**config.mk**
```make
export PLATFORM = sky130hd
export DESIGN_NAME = display_scan_ctrl
export DESIGN_NICKNAME = d
export VERILOG_FILES = /design/src/rtl/display_pkg.sv /design/src/rtl/seg7_decode.sv /design/src/rtl/display_scan_ctrl.sv
export SDC_FILE = /design/constraint.sdc
export NUM_CORES = 1
export LEC_CHECK = 0
export ABC_AREA = 1
export ABC_CLOCK_PERIOD_IN_PS = 4000
export CORE_ASPECT_RATIO = 1.75
export CORE_UTILIZATION = 50
export DETAILED_ROUTE_END_ITERATION = 6
export PLACE_DENSITY = 0.72
export SLEW_MARGIN = 10
export SYNTH_ARGS = -nofsm -noshare
export SYNTH_HDL_FRONTEND = slang
export SYNTH_SLANG_ARGS = --single-unit
```
**constraint.sdc**
```tcl
create_clock -name clock -period 4 [get_ports clock]
set_input_delay 1.2 -clock clock [delete_from_list [all_inputs] [get_ports clock]]
set_output_delay 1.2 -clock clock [all_outputs]
set_load 0.02 [all_outputs]
```
**src/rtl/display_pkg.sv**
```systemverilog
// Shared constants for the multiplexed 7-segment display scanner.
// SCAN_GHOST_BLANK_EN inserts a blank phase after every digit.
package display_pkg;

    localparam int unsigned NumDigits = 4;

`ifdef SCAN_GHOST_BLANK_EN
    localparam int unsigned NumPhases = 8;
`else
    localparam int unsigned NumPhases = 4;
`endif

    localparam int unsigned PhaseW = $clog2(NumPhases);

    localparam logic [6:0] SegDash = 7'h40;

    // Entry k is the pattern for decimal digit k (bit0 = a .. bit6 = g).
    localparam logic [9:0][6:0] SegTable = {
        7'h6F, 7'h7F, 7'h07, 7'h7D, 7'h6D,
        7'h66, 7'h4F, 7'h5B, 7'h06, 7'h3F
    };

    typedef enum logic [0:0] {
        StIdle,
        StScan
    } scan_state_e;

endpackage

```
**src/rtl/seg7_decode.sv**
```systemverilog
// BCD digit to active-high 7-segment pattern, with a dash override.
module seg7_decode
    import display_pkg::*;
(
    input  logic [3:0] bcd_i,
    input  logic       dash_i,
    output logic [6:0] seg_o
);

    always_comb begin
        seg_o = 7'h00;
        if (dash_i) begin
            seg_o = SegDash;
        end else if (bcd_i <= 4'd9) begin
            seg_o = SegTable[bcd_i];
        end
    end

endmodule

```
**src/rtl/display_scan_ctrl.sv**
```systemverilog
// Time-multiplexed scanner for a 4-digit HH:MM display with frame snapshotting.
// Define SCAN_GHOST_BLANK_EN for 8 phases with a blank phase after each digit.
module display_scan_ctrl
    import display_pkg::*;
#(
    parameter int unsigned SCAN_DIV = 1000
) (
    input  logic        clock,
    input  logic        reset,
    input  logic        enable,
    input  logic [11:0] data_show,
    output logic [2:0]  byte_status,
    output logic [3:0]  bytee,
    output logic [6:0]  segment,
    output logic        frame_done
);

    localparam logic [15:0]       DivLast   = 16'(SCAN_DIV - 1);
    localparam logic [PhaseW-1:0] PhaseLast = PhaseW'(NumPhases - 1);

    scan_state_e       state_q, state_d;
    logic [15:0]       presc_q, presc_d;
    logic [PhaseW-1:0] phase_q, phase_d;
    logic [11:0]       snap_q, snap_d;
    logic [2:0]        status_q, status_d;
    logic [3:0]        bytee_q, bytee_d;
    logic [6:0]        seg_q, seg_d;
    logic              frame_done_q, frame_done_d;

    logic [1:0] digit_idx;
    logic       digit_lit;
    logic [5:0] field;
    logic [3:0] digit_bcd;
    logic       digit_dash;
    logic [6:0] digit_seg;

    always_ff @(posedge clock or negedge reset) begin
        if (!reset) begin
            state_q      <= StIdle;
            presc_q      <= '0;
            phase_q      <= '0;
            snap_q       <= '0;
            status_q     <= '0;
            bytee_q      <= '0;
            seg_q        <= '0;
            frame_done_q <= 1'b0;
        end else begin
            state_q      <= state_d;
            presc_q      <= presc_d;
            phase_q      <= phase_d;
            snap_q       <= snap_d;
            status_q     <= status_d;
            bytee_q      <= bytee_d;
            seg_q        <= seg_d;
            frame_done_q <= frame_done_d;
        end
    end

    // Next scan position; the snapshot is taken on every edge that enters phase 0.
    always_comb begin
        state_d      = state_q;
        presc_d      = presc_q;
        phase_d      = phase_q;
        snap_d       = snap_q;
        frame_done_d = 1'b0;
        if (!enable) begin
            state_d = StIdle;
            presc_d = '0;
            phase_d = '0;
        end else if (state_q == StIdle) begin
            state_d = StScan;
            presc_d = '0;
            phase_d = '0;
            snap_d  = data_show;
        end else if (presc_q == DivLast) begin
            presc_d = '0;
            if (phase_q == PhaseLast) begin
                phase_d      = '0;
                snap_d       = data_show;
                frame_done_d = 1'b1;
            end else begin
                phase_d = phase_q + PhaseW'(1);
            end
        end else begin
            presc_d = presc_q + 16'd1;
        end
    end

`ifdef SCAN_GHOST_BLANK_EN
    assign digit_idx = phase_d[2:1];
    assign digit_lit = ~phase_d[0];
    assign status_d  = phase_d;
`else
    assign digit_idx = phase_d;
    assign digit_lit = 1'b1;
    assign status_d  = {1'b0, phase_d};
`endif

    // Outputs are decoded from the next phase so they change on the phase edge itself.
    always_comb begin
        field      = digit_idx[1] ? snap_d[11:6] : snap_d[5:0];
        digit_dash = (field > 6'd59);
        digit_bcd  = digit_idx[0] ? 4'(field / 6'd10) : 4'(field % 6'd10);
    end

    seg7_decode u_seg7_decode (
        .bcd_i  (digit_bcd),
        .dash_i (digit_dash),
        .seg_o  (digit_seg)
    );

    always_comb begin
        bytee_d = 4'b0000;
        seg_d   = 7'h00;
        if (enable && digit_lit) begin
            bytee_d = 4'b0001 << digit_idx;
            seg_d   = digit_seg;
        end
    end

    assign byte_status = status_q;
    assign bytee       = bytee_q;
    assign segment     = seg_q;
    assign frame_done  = frame_done_q;

endmodule

```
======== Word level (Yosys, flattened, before mapping) ========
Memory sizes are Yosys's and may differ from the RTL's.
Index checks and enable logic that the tools add are counted.
operators by class
  add/sub/neg operators ................... 2
  multiply operators ...................... 0
  div/mod/pow operators ................... 2
  order comparisons ....................... 3
  equal/unequal tests ..................... 2
  shift operators ......................... 1
  multiplexer cells ....................... 23
  bitwise operators ....................... 0
  reduce and logical (&&, ||, !) cells .... 0
operator list
  kind                   count
  $mux 12                4
  $mux 16                3
  $mux 7                 4
  $add 16x1->16 const B  1
  $eq 16x10->1 const B   1
  $mux 2                 4
  $mux 4                 2
  $div 6x4->6 const B    1
  $gt 6x6->1 const B     1
  $mod 6x4->6 const B    1
  $mux 6                 1
  $lt 4x5->1 const B     1
  $mux 1                 5
  $le 4x4->1 const B     1
  $shl 1x2->4 const A    1
  $add 2x1->2 const B    1
  $eq 2x2->1 const B     1
word-level totals
  flip-flop bits (word level) ............. 43
  bits in latches ......................... 0
  RAM bits ................................ 0
  ROM bits ................................ 112
  input bits .............................. 15
  logic and storage cells ................. 41
  memories kept ........................... 1
memory list
  name             words  width  rd ports  clocked after memory_dff  wr ports  line               text
  (no name shown)  16     7      1         0                         0         seg7_decode.sv:15  seg_o = SegTable[bcd_i];

======== Depth between registers and ports, before layout ========
  depth in word-level cells ............... 13
  mapped depth ............................ 34

======== By module ========
From an unflattened synthesis, not the netlist that was laid out.
second synthesis, totals
  cells, all modules ...................... 336
  area, all modules ....................... 2600.0 sq um
modules (own cells, without submodules)
  module             times used  cells each  area each (sq um)  seq. area each (sq um)
  display_scan_ctrl  1           296         2384.8             1076.0
  seg7_decode        1           40          215.2              0.0

======== Worst setup path after synthesis ========
No wires, ideal clock.
  path type ............................... input-to-reg
  start point ............................. input enable
  end point ............................... register seg_q[4] (netlist: segment[4])
  arrival ................................. 3.675 ns
  slack ................................... 0.200 ns
  stages on the path ...................... 27
  buffers on the path ..................... 1
  cell sequence ........................... nand2_1 -> inv_1 -> nand3_4 -> inv_2 -> buf_6 -> nand3_2 -> nand2_4 -> o21ai_2 -> nand2_4 -> ha_1 -> nand3_1 -> nand3_2 -> nand2_4 -> nand2_4 -> nand2_1 -> nand2_2 -> o21bai_1 -> nand3_1 -> nand2_1 -> inv_1 -> ha_1 -> inv_1 -> nand2_1 -> nand2_1 -> nand2_2 -> nand3_4 -> nor2_2
on the way
  word-level cells in the longest chain between the ends .. 9
RTL lines
  item                                        line                      text
  start, declared                             display_scan_ctrl.sv:10   input logic enable,
  $mux 2 *                                    display_scan_ctrl.sv:66   if (!enable) begin
  named net digit_idx[1]                      display_scan_ctrl.sv:30   logic [1:0] digit_idx;
  $mux 6 *                                    display_scan_ctrl.sv:101  field = digit_idx[1] ? snap_d[11:6] : snap_d[5:0];
  $mod 6x4->6 or $div 6x4->6 (tied branches)  display_scan_ctrl.sv:103  digit_bcd = digit_idx[0] ? 4'(field / 6'd10) : 4'(field % 6'd10);
  $mux 4                                      display_scan_ctrl.sv:103
  $mem_v2 16x7                                n/a
  $mux 7 (implied by the code)                seg7_decode.sv:15
  $mux 7                                      seg7_decode.sv:14         end else if (bcd_i <= 4'd9) begin
  $mux 7 *                                    seg7_decode.sv:12         if (dash_i) begin
  $mux 7 *                                    display_scan_ctrl.sv:115  if (enable && digit_lit) begin
  named net seg_d[4]                          display_scan_ctrl.sv:27   logic [6:0] seg_q, seg_d;
  end signal, assigned                        display_scan_ctrl.sv:54   seg_q <= seg_d;
  end, declared                               display_scan_ctrl.sv:27
The timed path passes the listed nets; every way through them passes the cells marked *. The select of a mux whose other input is x is not followed.

======== Worst setup path in the final report ========
  start point ............................. input enable
  end point ............................... register seg_q[4] (netlist: segment[4])
on the way
  word-level cells in the longest chain between the ends .. 9
RTL lines
  item                                        line
  $mux 12 or $mux 2 (tied branches)           display_scan_ctrl.sv:66
  $mux 6                                      display_scan_ctrl.sv:101
  $mod 6x4->6 or $div 6x4->6 (tied branches)  display_scan_ctrl.sv:103
  $mux 4                                      display_scan_ctrl.sv:103
  $mem_v2 16x7                                n/a
  $mux 7 (implied by the code)                seg7_decode.sv:15
  $mux 7                                      seg7_decode.sv:14
  $mux 7                                      seg7_decode.sv:12
  $mux 7 *                                    display_scan_ctrl.sv:115
  named net seg_d[4]                          display_scan_ctrl.sv:27
Marked as above.

==> results.py <==
metrics = {
    "timing": {
        "fin_crit_ns": 3.84,
        "fin_worst_skew_ns": 0.00928,
        "timing.setup.tns_ns": 0,
        "worst-slew-pin-transition_ns": 0.934,
        "layout_worst_path_cycle_share_pct": 95.9,
        "slew_headroom_pct": 37.7,
        "timing.fmax_mhz": 261,
        "finalSetupViolations": 0,
        "finalHoldViolCount": 0,
        "timing.final.max_slew_violations": 0,
        "whs_ns": 0.465,
    },
    "yosys": {
        "postSynth.asyncResetShare_pct": 100,
        "netlist-cell-type-count": 36,
        "yosys_register_bits": 43,
        "synth_flop_cell": "sky130_fd_sc_hd__dfrtp_1",
        "netlist_top_cells_count": "sky130_fd_sc_hd__nand2_1 (66), sky130_fd_sc_hd__dfrtp_1 (43), sky130_fd_sc_hd__inv_1 (35)",
        "post-synth-top-count-cell": "sky130_fd_sc_hd__nand2_1",
        "post_synth.cell_area_avg_um2": 8.31,
        "postSynthNetCount": 337,
        "syn_inst": 312,
        "netlist.area_leader.share_pct": 41.5,
        "yosysWarningCount": 0,
        "cell_type_with_the_largest_total_area_after_synthesis": "sky130_fd_sc_hd__dfrtp_1",
        "netlist_top_cells_area": "sky130_fd_sc_hd__dfrtp_1 (42%), sky130_fd_sc_hd__nand2_1 (9.6%), sky130_fd_sc_hd__inv_1 (5.1%)",
        "post_synth_instance_area_um2": 2590,
        "seq_area_frac_synth_pct": 41.5,
        "synth-edff-count": 0,
    },
    "cells_and_area": {
        "layoutNonFillerInstCount": 437,
        "areaGrowthSynthToFinish_pct": 29.8,
        "n_antenna_cell": 0,
        "finish.net_count": 407,
        "fillers": 417,
        "drive_gt1_share_pct": 30.8,
    },
    "drt": {
        "met3_wirelength_um": 161,
        "met1Wirelength_um": 2000,
        "vias_per_cell": 5.02,
        "route.top_layer_used": "met4",
        "routed_wl_um": 5570,
        "drt_first_iter_violations": 42,
        "route.detailed.drc": 0,
        "drt_first_pass_iters": 4,
        "drt-wirelength-per-cell_um": 12.8,
        "met2WireLength_um": 3290,
        "postRouteAntennaNets": 0,
        "routed-via-count": 2193,
    },
    "die": {
        "fp.dieW_um": 56.4,
        "floorplan.core_area_um2": 4980,
        "floorplan.initialDensity_pct": 52.1,
        "die_area_um2": 5490,
        "num_rows": 34,
        "die_height_um": 97.2,
        "io_pins": 30,
    },
    "place": {
        "place.detailed.instances": 424,
        "dpl.hpwl_um": 4310,
        "numPortBuffers": 28,
        "place.gp.congestion": 0.790,
    },
    "global_route": {
        "grt_start_max_net_pins": 44,
        "remaining_global_route_overflow": 0,
        "antenna_violations_before_repair": 0,
        "track_usage_pct": 22.2,
        "vias_in_the_first_global_route": 2245,
        "grt_pass1_wl_um": 9520,
    },
    "worst_setup_path": {
        "arrival_ns": 4.02,
        "worstSetupStartpointType": "input pin",
        "worst-endpoint-required_ns": 4.18,
        "worstSetupPathType": "input pin to flip-flop",
        "worst_setup_path_end_kind": "flip-flop",
        "crit_path_max_fanout": 11,
    },
    "cts": {
        "cts.reportedPaths.clkPinSlew_ns": 0.08,
        "h-tree-depth": 2,
        "clock_sink_count": 43,
        "cts_tree": "built",
        "clockBufferDepth": 2,
        "clock-root-buffer": "sky130_fd_sc_hd__clkbuf_8",
        "worstSkewPairLatency_ns": 0.30,
        "number_of_clock_buffers_inserted_by_tritoncts": 5,
        "post_cts_hold_buffer_count": 0,
    },
    "run_status": {
        "status": "complete, no violations",
    },
    "pwr": {
        "vdd_drop_max_mv": 0.377,
        "powerDensity_nw_per_um2": 430,
        "p_leak_uw": 0.00169,
    },
    "worst_hold_path": {
        "hold_path_class": "flip-flop to flip-flop",
    },
    "run": {
        "max-cap-violations": 0,
    },
}
worst max-delay path, stage by stage:
cell and delay (ns):
sky130_fd_sc_hd__dlygate4sd2_1 0.27, sky130_fd_sc_hd__buf_6 0.16, sky130_fd_sc_hd__nand2_8 0.10, sky130_fd_sc_hd__nand2_1 0.08
sky130_fd_sc_hd__nand3_1 0.08, sky130_fd_sc_hd__nand2_2 0.05, sky130_fd_sc_hd__buf_4 0.15, sky130_fd_sc_hd__o21ai_4 0.14
sky130_fd_sc_hd__nand2_4 0.06, sky130_fd_sc_hd__ha_1 0.17, sky130_fd_sc_hd__nand3_1 0.09, sky130_fd_sc_hd__nand3_2 0.10
sky130_fd_sc_hd__nand2_4 0.10, sky130_fd_sc_hd__nand2_4 0.06, sky130_fd_sc_hd__nand2_1 0.07, sky130_fd_sc_hd__nand2_2 0.08
sky130_fd_sc_hd__o21bai_1 0.17, sky130_fd_sc_hd__nand3_2 0.13, sky130_fd_sc_hd__nand2_4 0.10, sky130_fd_sc_hd__inv_1 0.07
sky130_fd_sc_hd__ha_1 0.17, sky130_fd_sc_hd__inv_1 0.06, sky130_fd_sc_hd__nand2_1 0.06, sky130_fd_sc_hd__nand2_1 0.07
sky130_fd_sc_hd__nand2_2 0.07, sky130_fd_sc_hd__nand3_4 0.11, sky130_fd_sc_hd__nor2_2 0.05
repair_timing:
item | in CTS | in global routing
setup endpoints to repair | 7 | 7
hold endpoints to repair | 0 | 0
pin swaps | 8 | 5
gates resized for setup | 19 | 4
setup buffers | 2 | 3
path summary, 6_finish.rpt:
path	start	endpoint	slack (ns)	depth (start not counted)
min	presc_q[0]$_DFF_PN0_	presc_q[0]$_DFF_PN0_	0.46	1
max reg2reg	presc_q[0]$_DFF_PN0_	segment[4]$_DFF_PN0_	0.36	32
min reg2reg	presc_q[0]$_DFF_PN0_	presc_q[0]$_DFF_PN0_	0.46	1
max in group asynchronous	reset	segment[0]$_DFF_PN0_	2.37	1
min in group asynchronous	reset	snap_q[6]$_DFF_PN0_	1.04	1
max	enable	segment[4]$_DFF_PN0_	0.16	27
through the flow:
step           cell area, µm²  utilization (%)  setup WS [ns]  total power (µW)
3_3_place_gp             3160             63.4         -0.357              1120
5_1_grt                  3360             67.6        -0.0700              1540
4_1_cts                  3330             66.8          0.195              1440
6_report                 3360             67.6          0.164              1450
2_1_floorplan            2590                -          0.200               910
3_5_place_dp             3160             63.4         -0.415              1140
logic make-up after synthesis:
kind of cell,after synthesis,synth area share (%)
compound gates,27,7.63
mux,1,0.386
other cells,1,0.145
fa+ha+maj,10,4.83
simple gates,181,37.2
buf+inv,47,7.58
flops,43,41.5
xor+xnor,2,0.676
registers in the layout, indices dropped and copies added (netlist names):
signal / count
byte_status: 2
segment: 7
frame_done: 1
state_q: 1
bytee: 4
presc_q: 16
snap_q: 12
power by group:
group          total (µW)  internal (µW)  switching (µW)
combinational         691            299             392
clock                 265            122             143
sequential            493            480            13.0
total                1450            900             548
layer usage:
metal / global-route usage, % / vias up
met2: 43.3 / 27
met4: 9.01 / 0
met3: 3.99 / 9
met1: 21.7 / 1032
li1: - / 1125
met5: 0 / -
final cells by class:
| type | instances | area, µm² | area share (%) |
|---|---|---|---|
| multi-input combinational | 222 | 1390 | 41.4 |
| sequential | 43 | 1080 | 32.0 |
| timing repair buffer | 68 | 582 | 17.3 |
| inverter | 42 | 163 | 4.83 |
| clock buffer | 6 | 72.6 | 2.16 |
| tap | 54 | 67.6 | 2.01 |
| clock inverter | 2 | 12.5 | 0.372 |
layout by cell type, fill, tap and decap left out, types with 2 or more instances in the layout:
| master | n |
|---|---|
| sky130_fd_sc_hd__nand3_2 | 15 |
| sky130_fd_sc_hd__nand2_4 | 11 |
| sky130_fd_sc_hd__buf_6 | 2 |
| sky130_fd_sc_hd__buf_4 | 38 |
| sky130_fd_sc_hd__nand3b_1 | 3 |
| sky130_fd_sc_hd__clkdlybuf4s50_1 | 26 |
| sky130_fd_sc_hd__nor2_4 | 2 |
| sky130_fd_sc_hd__nand3_4 | 2 |
| sky130_fd_sc_hd__inv_2 | 7 |
| sky130_fd_sc_hd__o21a_1 | 3 |
| sky130_fd_sc_hd__nor3_1 | 11 |
| sky130_fd_sc_hd__a21oi_1 | 7 |
| sky130_fd_sc_hd__xor2_1 | 2 |
| sky130_fd_sc_hd__nor2_1 | 31 |
| sky130_fd_sc_hd__a31oi_1 | 2 |
| sky130_fd_sc_hd__dfrtp_1 | 43 |
| sky130_fd_sc_hd__nor2_2 | 8 |
| sky130_fd_sc_hd__o21ai_0 | 3 |
| sky130_fd_sc_hd__ha_1 | 10 |
| sky130_fd_sc_hd__o21ai_2 | 4 |
| sky130_fd_sc_hd__nand2_1 | 62 |
| sky130_fd_sc_hd__nand3_1 | 18 |
| sky130_fd_sc_hd__clkbuf_8 | 5 |
| sky130_fd_sc_hd__nand2_2 | 15 |
| sky130_fd_sc_hd__inv_1 | 34 |
Power figures use the tool's default switching activity.
